--- src/rtl/dot3_mul_sequencer_if.sv ---
// Handshake bundle between a dot3_mul_sequencer, its requester and its downstream multiplier.
// The sequencer connects through the slave modport; the environment uses the master modport.
interface dot3_mul_sequencer_if #(parameter int WIDTH = 32);
  logic             iInputReady;
  logic [WIDTH-1:0] iAx, iAy, iAz;
  logic [WIDTH-1:0] iBx, iBy, iBz;
  logic             iUnscaled;
  logic [WIDTH-1:0] oMulA, oMulB;
  logic             oMulInputReady;
  logic             oMulUnscaled;
  logic [WIDTH-1:0] iMulResult;
  logic             iMulOutputReady;
  logic [WIDTH-1:0] oR;
  logic             oOutputReady;
  logic             oBusy;

  modport slave (
    input  iInputReady, iAx, iAy, iAz, iBx, iBy, iBz, iUnscaled,
    input  iMulResult, iMulOutputReady,
    output oMulA, oMulB, oMulInputReady, oMulUnscaled,
    output oR, oOutputReady, oBusy
  );

  modport master (
    output iInputReady, iAx, iAy, iAz, iBx, iBy, iBz, iUnscaled,
    output iMulResult, iMulOutputReady,
    input  oMulA, oMulB, oMulInputReady, oMulUnscaled,
    input  oR, oOutputReady, oBusy
  );
endinterface

--- src/rtl/dot3_mul_sequencer.sv ---
// Computes A.B for two 3-element vectors by issuing one product at a time to an
// external multiplier and accumulating the returned products with wrap-around.
module dot3_mul_sequencer #(
  parameter int WIDTH = 32
) (
  input logic                  clk,
  input logic                  rst,
  dot3_mul_sequencer_if.slave  bus
);

  typedef enum logic [1:0] {IDLE, ISSUE, WAIT, DONE} state_t;

  state_t           state_q;
  logic [1:0]       idx_q;
  logic [WIDTH-1:0] ay_q, az_q, by_q, bz_q;
  logic [WIDTH-1:0] acc_q;
  logic [WIDTH-1:0] mulA_q, mulB_q;
  logic [WIDTH-1:0] r_q;
  logic             issue_q;
  logic             unscaled_q;
  logic             outReady_q;
  logic             busy_q;
  logic [WIDTH-1:0] accSum_d;

  assign accSum_d = acc_q + bus.iMulResult;

  // The x pair is loaded straight into the operand registers at start, so only y/z are kept.
  always_ff @(posedge clk or posedge rst) begin
    if (rst) begin
      state_q    <= IDLE;
      idx_q      <= 2'd0;
      ay_q       <= '0;
      az_q       <= '0;
      by_q       <= '0;
      bz_q       <= '0;
      acc_q      <= '0;
      mulA_q     <= '0;
      mulB_q     <= '0;
      r_q        <= '0;
      issue_q    <= 1'b0;
      unscaled_q <= 1'b0;
      outReady_q <= 1'b0;
      busy_q     <= 1'b0;
    end else begin
      issue_q    <= 1'b0;
      outReady_q <= 1'b0;
      case (state_q)
        IDLE: begin
          if (bus.iInputReady) begin
            ay_q       <= bus.iAy;
            az_q       <= bus.iAz;
            by_q       <= bus.iBy;
            bz_q       <= bus.iBz;
            unscaled_q <= bus.iUnscaled;
            acc_q      <= '0;
            idx_q      <= 2'd0;
            mulA_q     <= bus.iAx;
            mulB_q     <= bus.iBx;
            issue_q    <= 1'b1;
            busy_q     <= 1'b1;
            state_q    <= ISSUE;
          end
        end
        ISSUE: begin
          state_q <= WAIT;
        end
        // Result-valid pulses are only honoured here; stray pulses elsewhere fall through.
        WAIT: begin
          if (bus.iMulOutputReady) begin
            acc_q <= accSum_d;
            if (idx_q == 2'd2) begin
              r_q        <= accSum_d;
              outReady_q <= 1'b1;
              state_q    <= DONE;
            end else begin
              idx_q   <= idx_q + 2'd1;
              mulA_q  <= (idx_q == 2'd0) ? ay_q : az_q;
              mulB_q  <= (idx_q == 2'd0) ? by_q : bz_q;
              issue_q <= 1'b1;
              state_q <= ISSUE;
            end
          end
        end
        DONE: begin
          busy_q  <= 1'b0;
          state_q <= IDLE;
        end
        default: begin
          busy_q  <= 1'b0;
          state_q <= IDLE;
        end
      endcase
    end
  end

  assign bus.oMulA          = mulA_q;
  assign bus.oMulB          = mulB_q;
  assign bus.oMulInputReady = issue_q;
  assign bus.oMulUnscaled   = unscaled_q;
  assign bus.oR             = r_q;
  assign bus.oOutputReady   = outReady_q;
  assign bus.oBusy          = busy_q;

endmodule

--- src/flat_wrapper.sv ---
// flat-port wrapper written by rule: the top's interface ports become plain ports
module dot3_mul_sequencer_flat 
#(
  parameter int WIDTH = 32
)
  (clk, rst, bus_iInputReady, bus_iAx, bus_iAy, bus_iAz, bus_iBx, bus_iBy, bus_iBz, bus_iUnscaled, bus_iMulResult, bus_iMulOutputReady, bus_oMulA, bus_oMulB, bus_oMulInputReady, bus_oMulUnscaled, bus_oR, bus_oOutputReady, bus_oBusy);
  dot3_mul_sequencer_if #(.WIDTH(WIDTH)) bus_i ();
  input logic clk;
  input logic rst;
  input wire logic [$bits(bus_i.iInputReady)-1:0] bus_iInputReady;
  input wire logic [$bits(bus_i.iAx)-1:0] bus_iAx;
  input wire logic [$bits(bus_i.iAy)-1:0] bus_iAy;
  input wire logic [$bits(bus_i.iAz)-1:0] bus_iAz;
  input wire logic [$bits(bus_i.iBx)-1:0] bus_iBx;
  input wire logic [$bits(bus_i.iBy)-1:0] bus_iBy;
  input wire logic [$bits(bus_i.iBz)-1:0] bus_iBz;
  input wire logic [$bits(bus_i.iUnscaled)-1:0] bus_iUnscaled;
  input wire logic [$bits(bus_i.iMulResult)-1:0] bus_iMulResult;
  input wire logic [$bits(bus_i.iMulOutputReady)-1:0] bus_iMulOutputReady;
  output wire logic [$bits(bus_i.oMulA)-1:0] bus_oMulA;
  output wire logic [$bits(bus_i.oMulB)-1:0] bus_oMulB;
  output wire logic [$bits(bus_i.oMulInputReady)-1:0] bus_oMulInputReady;
  output wire logic [$bits(bus_i.oMulUnscaled)-1:0] bus_oMulUnscaled;
  output wire logic [$bits(bus_i.oR)-1:0] bus_oR;
  output wire logic [$bits(bus_i.oOutputReady)-1:0] bus_oOutputReady;
  output wire logic [$bits(bus_i.oBusy)-1:0] bus_oBusy;
  assign bus_i.iInputReady = bus_iInputReady;
  assign bus_i.iAx = bus_iAx;
  assign bus_i.iAy = bus_iAy;
  assign bus_i.iAz = bus_iAz;
  assign bus_i.iBx = bus_iBx;
  assign bus_i.iBy = bus_iBy;
  assign bus_i.iBz = bus_iBz;
  assign bus_i.iUnscaled = bus_iUnscaled;
  assign bus_i.iMulResult = bus_iMulResult;
  assign bus_i.iMulOutputReady = bus_iMulOutputReady;
  assign bus_oMulA = bus_i.oMulA;
  assign bus_oMulB = bus_i.oMulB;
  assign bus_oMulInputReady = bus_i.oMulInputReady;
  assign bus_oMulUnscaled = bus_i.oMulUnscaled;
  assign bus_oR = bus_i.oR;
  assign bus_oOutputReady = bus_i.oOutputReady;
  assign bus_oBusy = bus_i.oBusy;
  dot3_mul_sequencer #(.WIDTH(WIDTH)) u_core (.clk(clk), .rst(rst), .bus(bus_i));
endmodule
--- config.mk ---
export PLATFORM = sky130hd
export DESIGN_NAME = dot3_mul_sequencer_flat
export DESIGN_NICKNAME = d
export VERILOG_FILES = /design/src/rtl/dot3_mul_sequencer_if.sv /design/src/rtl/dot3_mul_sequencer.sv /design/src/flat_wrapper.sv
export SDC_FILE = /design/constraint.sdc
export NUM_CORES = 1
export LEC_CHECK = 0
export ABC_AREA = 1
export CORE_UTILIZATION = 45
export DETAILED_ROUTE_END_ITERATION = 12
export PLACE_DENSITY_LB_ADDON = 0.2
export SLEW_MARGIN = 20
export SYNTH_ARGS = -nofsm -noshare
export SYNTH_HDL_FRONTEND = slang
export SYNTH_SLANG_ARGS = --single-unit
--- constraint.sdc ---
create_clock -name clk -period 8.8 [get_ports clk]
set_clock_uncertainty 0.2 [all_clocks]
set_input_delay 1.76 -clock clk [delete_from_list [all_inputs] [get_ports clk]]
set_output_delay 1.76 -clock clk [all_outputs]
set_load 0.005 [all_outputs]
# == Word-level counts from Yosys, hierarchy flattened ==
# Index checks and enable logic that the tools add are counted.
# word_totals
wordCells,63
inputBits,229
out_inout_bits,100
regBits,264
# op_classes
muxes,30
eq_ne,7
reduce_logical,10
addsub,2
# ops
cell,count
2-to-1 mux 32 bit,10
one-hot mux 32 bit (2 select lines),3
adder 32 bit,1
2-to-1 mux 2 bit,6
one-hot mux 2 bit (4 select lines),1
2-to-1 mux 1 bit,7
"equality test 2 bit, second input constant",3
"!= test 2 bit, second input constant",3
AND reduction 2 bit,3
AND reduction 3 bit,2
logical NOT 2 bit,2
one-hot mux 1 bit (2 select lines),2
one-hot mux 2 bit (2 select lines),1
AND reduction 4 bit,1
nonzero test 2 bit,2
"adder 2 x 1 -> 2 bit, second input constant",1
"equality test 2 x 1 -> 1 bit, second input constant",1

# == Logic depth before layout (Yosys ltp) ==
# Gate-level depths: netlist (run 1).
# logic_depth
word_depth,5
depth_mapped,13
depth_no_buf,13

# == Worst setup path before layout (run 1) ==
# Ideal clock, no wire load.
# synth_timing
path_kind,input port to flip-flop
startpoint,input port bus_iMulResult[0]
endpoint,register u_core.acc_q[20]
t_arrival_ps,3093
path_stages,13
slack_ps,5389
t_required_ps,8483
path_buffers,0
setup_ps,117
path_cell_list,ha_1 inv_1 fa_1 inv_1 nand3_1 nand3_1 nand2_1 nand3_1 nand3_1 nand2_1 nand2_1 nand3_1 nand2_1
# synth_via
elab_chain_len,3
# synth_lines
item,line_no,text
start: declaration,flat_wrapper.sv:18,input wire logic [$bits(bus_i.iMulResult)-1:0] bus_iMulResult;
adder 32 bit,dot3_mul_sequencer.sv:25,assign accSum_d = acc_q + bus.iMulResult;
2-to-1 mux 32 bit,dot3_mul_sequencer.sv:69,if (bus.iMulOutputReady) begin
one-hot mux 32 bit (2 select lines),dot3_mul_sequencer.sv:47,case (state_q)
end signal: assignment,dot3_mul_sequencer.sv:70,acc_q <= accSum_d;
end: declaration,dot3_mul_sequencer.sv:16,logic [WIDTH-1:0] acc_q;
# Every way passes these cells. The select of a mux whose other input is x is not followed.
# A chain may end at the register's enable or synchronous reset.

# == Worst setup path after layout (run 1) ==
# layout_timing
startpoint,input port bus_iInputReady
endpoint,register u_core.mulA_q[25] (netlist: u_core.bus.oMulA[25])
# layout_via
elab_chain_len,2
# layout_lines
item,line_no,text
start: declaration,flat_wrapper.sv:10,input wire logic [$bits(bus_i.iInputReady)-1:0] bus_iInputReady;
!= test 2 bit (no line),--,
AND reduction 4 bit (no line),--,
end signal: assignment,dot3_mul_sequencer.sv:57,mulA_q <= bus.iAx;
end signal: assignment,dot3_mul_sequencer.sv:77,mulA_q <= (idx_q == 2'd0) ? ay_q : az_q;
end: declaration,dot3_mul_sequencer.sv:17,"logic [WIDTH-1:0] mulA_q, mulB_q;"
# Every way passes these cells.

==> results of run 1 <==
[path summary, 6_finish.rpt]
path | from | endpoint | slack (ps) | depth (start not counted)
setup reg to reg | u_core.idx_q[0] | u_core.bus.oMulA[17] | 5750 | 6
hold reg to reg | u_core.acc_q[2] | u_core.acc_q[2] | 280 | 2
max in group asynchronous | rst | u_core.bus.oMulUnscaled | 5810 | 3
setup / recovery | bus_iInputReady | u_core.bus.oMulA[25] | 4690 | 5
min in group asynchronous | rst | u_core.bus.oMulB[12] | 1390 | 2
hold / removal | u_core.acc_q[2] | u_core.acc_q[2] | 280 | 2
[critical path, cell delays in order]
cell and delay (ps):
clkdlybuf4s50_1 570, nand2_4 330, nand2_4 450, buf_4 790, a31oi_1 230
[cell families (layout without fill, tap and decap cells)]
| group | Yosys count | after routing |
|---|---|---|
| compound gates | 242 | 242 |
| xor+xnor | 14 | 14 |
| fa+ha+maj | 34 | 34 |
| buf+inv | 232 | 549 |
| flops | 264 | 264 |
| mux | 97 | 97 |
| other cells | 0 | 6 |
| simple gates | 695 | 695 |
[registers in the layout, summed over array words and instances, names as in the netlist]
signal,flops
u_core.bus.oMulInputReady,1
u_core.az_q,32
u_core.bus.oOutputReady,1
u_core.idx_q,2
u_core.bz_q,32
u_core.bus.oMulB,32
u_core.bus.oMulA,32
u_core.state_q,2
u_core.bus.oBusy,1
u_core.bus.oR,32
u_core.ay_q,32
u_core.bus.oMulUnscaled,1
u_core.acc_q,32
u_core.by_q,32
[through the flow]
step | util | std cells
finish | 0.613 | 2285
CTS | 0.612 | 2278
global route | 0.613 | 2285
floorplan | - | 1578
detailed placement | 0.579 | 2227
global placement | 0.579 | 2227
[Yosys cell counts, types with 2 or more instances]
cell,number
nand3_1,64
nand2_2,12
dfrtp_1,264
buf_6,8
o21bai_1,3
o21ai_1,37
nor2_8,2
a31oi_1,64
xor2_1,8
nand3b_1,3
xnor2_1,6
buf_4,19
buf_2,29
ha_1,33
nand2_1,404
a21oi_1,86
inv_1,155
o21ai_0,49
nor2_1,200
buf_1,3
clkbuf_1,11
mux2_2,97
nand4_1,3
inv_2,6
nor3_1,3
[power breakdown]
part           total [W]  switching, W  internal [W]  leakage, nW
clock network    0.00119      0.000495      0.000698        0.477
logic            0.00273       0.00148       0.00124         4.98
registers        0.00212      0.000304       0.00181         3.11
[cell type report]
| cell class | instances | area [um^2] |
|---|---|---|
| antenna | 6 | 15.0 |
| clock buffer | 41 | 850 |
| clock inverter | 10 | 100 |
| fill | 2591 | 11200 |
| inverter | 162 | 614 |
| multi-input combinational | 1082 | 5760 |
| sequential | 264 | 6610 |
| tap | 384 | 480 |
| timing repair buffer | 336 | 3370 |
[layer usage]
metal | share of wire | track usage
met5 | 0.00071 | 0
met4 | 0.027 | 0.0808
met3 | 0.084 | 0.0658
met2 | 0.46 | 0.399
met1 | 0.43 | 0.332
==> qor_table.md, run 1 <==
| Result | This run |
|---|---|
| Global-route wire length before repair | 60700 um |
| Detail-routed via count per cell | 5.05 |
| Number of enable flip-flop cells after synthesis | 0 |
| Hold Slack | 275 ps |
| Count of clock tree sinks | 264 |
| Number of antenna violations at the first check in global routing | 8 |
| Compound-gate portion of the synthesized area | 0.0976 |
| Most used cells in the layout excluding fill and tap cells | nand2_1, clkdlybuf4s50_1, dfrtp_1 |
| Area share of xor/xnor cells in the synthesized design | 0.00916 |
| Total Die Area | 30400 um^2 |
| Share of synthesized cell area in full adder, half adder and majority cells | 0.0323 |
| Fraction of layout cells with a size suffix above 1 | 0.0955 |
| Total power of the final layout | 0.00604 W |
| Post-synthesis cell count | 1578 |
| DRC violation count after routing | 0 |
| Tot GR Track Use | 0.251 |
| Mux share of post-synthesis cell area | 0.0816 |
| Post-synth top area cell | dfrtp_1 |
| Total number of yosys warnings | 0 |
| Final global-route overflow total | 0 |
| Max Fanout on Critical Path | 96 |
| Maximum clock frequency | 243 MHz |
| Register bit count reported by yosys | 264 |
| DRT Pass-1 Iters | 7 |
| Root cell of the clock tree | clkbuf_16 |
| Cell area after synthesis | 13400 um^2 |
| Final antenna-violating net count | 0 |
| Max Transition Viols Final | 0 |
| Final worst-path setup slack | 4690 ps |
| Detailed placer's ending HPWL | 26800 um |
| Result of the run | complete, no violations |
| Sequential share of the synthesized area | 0.493 |
| Critical path class | in -> reg |
| Peak ir drop on the vdd network | 0.212 mV |
| Total Wirelength | 37900 um |
| Yosys top cell area share | 0.493 |
| I/O Buffers | 328 |
| Clock H-tree levels | 1 |
| Clock slew at reported path FFs | 60 ps |
| Most common library cell in the layout ignoring fill and taps | nand2_1 |
| Max capacitance violation total | 0 |
| Effective utilization at floorplan | 0.461 |
| Width of the die | 174 um |
| Power Dens Cells | 339 nW/um^2 |
| Post-synthesis net count | 1841 |
| Longest Clk Path Bufs | 3 |
| Class of the tightest hold or removal check | reg -> reg |
| Final net count | 2137 |
| Cell variety after synth | 34 |
| Average size of a mapped cell | 8.48 um^2 |
| Floorplan core area | 29000 um^2 |
| CP endpoint kind | flip-flop |
| Post-layout minimum cycle time | 4110 ps |
| Layout-stage area growth over the synthesis result | 32.9% |
| Number of endpoints failing setup at the final stage | 0 |
| Insertion delay of the later-clocked pin in the worst-skew pair | 560 ps |
| Die height | 174 um |
| Largest net degree at the start of global routing | 152 |
| Kind of start point of the critical path | input port |
| Measured slew at the worst slew-check pin | 1020 ps |
| Post-CTS Setup Bufs | 0 |
| Number of rows created at floorplan | 62 |
| Data arrival time of the critical path | 4290 ps |
| Main combinational cell family by area after synthesis | simple AND/OR/NAND/NOR gates |
| Post-layout instance area | 17800 um^2 |
| Rel. slew slack | 0.317 |
| Share of the cycle needed by the critical path after routing | 0.467 |
| Worst EP required | 8980 ps |
| Post-synthesis async set-or-reset flop share | 1.00 |
| Leakage component of the power | 8.57 nW |
| Final RePlAce weighted congestion | 0.906 |
| Boundary Pins | 329 |
| Clock tree from TritonCTS | built |
| Cell types occupying the most area after synthesis | dfrtp_1, nand2_1, mux2_2 |
| Cell area after placement | 16800 um^2 |
| Most instantiated flip-flop cell in the synthesis netlist | dfrtp_1 |
| Total number of vias | 11500 |
| Clock buffer count from CTS | 28 |
| Post-CTS Resized | 0 |
| Pre-CTS setup slack | 4180 ps |
| Unrepaired setup endpoints after global routing | no |
| First DRT Iteration DRCs | 772 |
| Setup Total Neg Slack | 0 ps |
| Area fraction in and, or, nand and nor cells after synthesis | 0.208 |
| Hold-fix buffer count after cts | 0 |
| Hold Fails Final Rpt | 0 |
| Number of global-route vias before repair | 11500 |
| Routed wire length per instance | 16.6 um |
Note: power is estimated with default switching activity, not from simulation.
==> inputs of run 2 (changes only) <==
==> constraint.sdc (replaced) <==
create_clock -name clk -period 3.5 [get_ports clk]
set_clock_uncertainty 0.2 [all_clocks]
set_input_delay 0.7 -clock clk [delete_from_list [all_inputs] [get_ports clk]]
set_output_delay 0.7 -clock clk [all_outputs]
set_load 0.005 [all_outputs]
==> qor_table.md, run 2 (synthesis gave the netlist of run 1 again) <==
| Result | This run |
|---|---|
| Max capacitance violation total | 0 |
| Hold Path Sink | u_core.bus.oR[23] |
| Clock slew at reported path FFs | 60 ps |
| Layout-stage area growth over the synthesis result | 34.3% |
| Number of endpoints failing setup at the final stage | 0 |
| Pre-CTS setup slack | 378 ps |
| Share of the cycle needed by the critical path after routing | 0.724 |
| Max Fanout on Critical Path | 4 |
| CP max stage cell | clkdlybuf4s50_1 |
| Number of cells on the worst hold path | 2 |
| Routed wire length per instance | 16.7 um |
| Peak ir drop on the vdd network | 0.471 mV |
| Data arrival time of the critical path | 2800 ps |
| Tot GR Track Use | 0.250 |
| Crit path buf inv count | 3 |
| Boundary Pins | 329 |
| Hold-fix buffer count after cts | 0 |
| Clock buffer count from CTS | 30 |
| Kind of start point of the critical path | input port |
| Detailed placer's ending HPWL | 27100 um |
| Worst EP required | 3760 ps |
| Largest net degree at the start of global routing | 130 |
| Total number of vias | 11700 |
| Final global-route overflow total | 0 |
| Measured slew at the worst slew-check pin | 765 ps |
| Class of the tightest hold or removal check | reg -> reg |
| Most common library cell in the layout ignoring fill and taps | nand2_1 |
| Power Dens Cells | 858 nW/um^2 |
| Number of rows created at floorplan | 62 |
| Most used cells in the layout excluding fill and tap cells | nand2_1, clkdlybuf4s50_1, dfrtp_1 |
| Clock H-tree levels | 1 |
| Total Die Area | 30400 um^2 |
| Number of global-route vias before repair | 11500 |
| Filler Cells Inserted | 2610 |
| Reg-to-Reg End | u_core.bus.oMulB[5] |
| Crit path max-delay family | simple AND/OR/NAND/NOR gates |
| Global-route wire length before repair | 60500 um |
| Root cell of the clock tree | clkbuf_16 |
| Most numerous cell on the critical path | nand3_1 |
| DRC violation count after routing | 0 |
| Die height | 174 um |
| Critical path class | in -> reg |
| R2r startpoint | u_core.idx_q[0] |
| Slowest cell delay on critical path | 460 ps |
| Final antenna-violating net count | 0 |
| Final RePlAce weighted congestion | 0.889 |
| Post-layout minimum cycle time | 2540 ps |
| Post-CTS Setup Bufs | 0 |
| Width of the die | 174 um |
| Total power of the final layout | 0.0154 W |
| Maximum clock frequency | 394 MHz |
| Max Transition Viols Final | 0 |
| Floorplan core area | 29000 um^2 |
| Final worst-path setup slack | 965 ps |
| Result of the run | complete, no violations |
| Critical path, cell by cell | clkdlybuf4s50_1, ha_1, inv_1, fa_1, inv_1, nand3_1, nand3_1, nand2_1, nand3_1, nand3_1, nand2_1, nand2_1, nand3_1, nand2_1 |
| Longest Clk Path Bufs | 3 |
| Rel. slew slack | 0.490 |
| I/O Buffers | 328 |
| Effective utilization at floorplan | 0.461 |
| DRT Pass-1 Iters | 5 |
| Insertion delay of the later-clocked pin in the worst-skew pair | 570 ps |
| Count of cells along the worst register-to-register path | 7 |
| Total Wirelength | 38400 um |
| Final net count | 2147 |
| CP endpoint kind | flip-flop |
| Number of antenna violations at the first check in global routing | 5 |
| First DRT Iteration DRCs | 616 |
| Post-CTS Resized | 0 |
| Fraction of layout cells with a size suffix above 1 | 0.100 |
| Leakage component of the power | 8.65 nW |
| Worst setup slack for register-to-register paths | 1140 ps |
| Count of clock tree sinks | 264 |
| Detail-routed via count per cell | 5.07 |
| Hold Fails Final Rpt | 0 |
| Clock tree from TritonCTS | built |
| Hold Slack | 277 ps |
| Worst hold path startpoint | u_core.bus.oR[23] |
| Layout Utilization | 0.620 |
| Unrepaired setup endpoints after global routing | no |
-- run 2: power by group --
group	switching [W]	total (W)	leakage, nW	internal [W]
combinational	0.00375	0.00697	5.05	0.00322
clock	0.00130	0.00312	0.491	0.00182
sequential	0.000779	0.00534	3.11	0.00456
total	0.00583	0.0154	8.65	0.00960
-- run 2: worst max path at each step --
stage	depth (start not counted)	end	slack, ps	startpoint
finish	14	u_core.acc_q[20]	960	bus_iMulResult[0]
global route	14	u_core.bus.oR[20]	780	bus_iMulResult[0]
CTS	14	u_core.acc_q[20]	980	bus_iMulResult[0]
detailed placement	14	u_core.acc_q[20]	380	bus_iMulResult[0]
global placement	14	u_core.bus.oR[20]	420	bus_iMulResult[0]
floorplan	1	u_core.acc_q[0]	-880	rst
-- run 2: tightest hold or removal path, delay by kind of cell (launching register included) --
kind          cells  cell delay [ps]
flops             1              340
simple gates      2              100
-- run 2: final cells by class --
class | instances | area, um^2 | area share
Antenna cell | 5 | 12.5 | 0.000696
Clock buffer | 44 | 883 | 0.0491
Clock inverter | 12 | 115 | 0.00640
Inverter | 162 | 614 | 0.0342
Multi-Input combinational cell | 1082 | 5760 | 0.320
Sequential cell | 264 | 6610 | 0.368
Tap cell | 384 | 480 | 0.0267
Timing Repair Buffer | 344 | 3500 | 0.195
-- run 2: routing by layer --
layer  global-route usage  wire [um]  vias to the layer above
met2                0.403      17800                      358
li1                     -          -                     5713
met3               0.0654       3120                       55
met5                    0          0                        -
met4               0.0768        901                        0
met1                0.329      16600                     5531
-- run 2: stage by stage --
stage          instances  area, um^2  TNS (ps)
2_1_floorplan       1578       13400   -233250
3_3_place_gp        2236       17000         0
3_5_place_dp        2236       17000         0
4_1_cts             2292       18000         0
5_1_grt             2297       18000         0
6_report            2297       18000         0
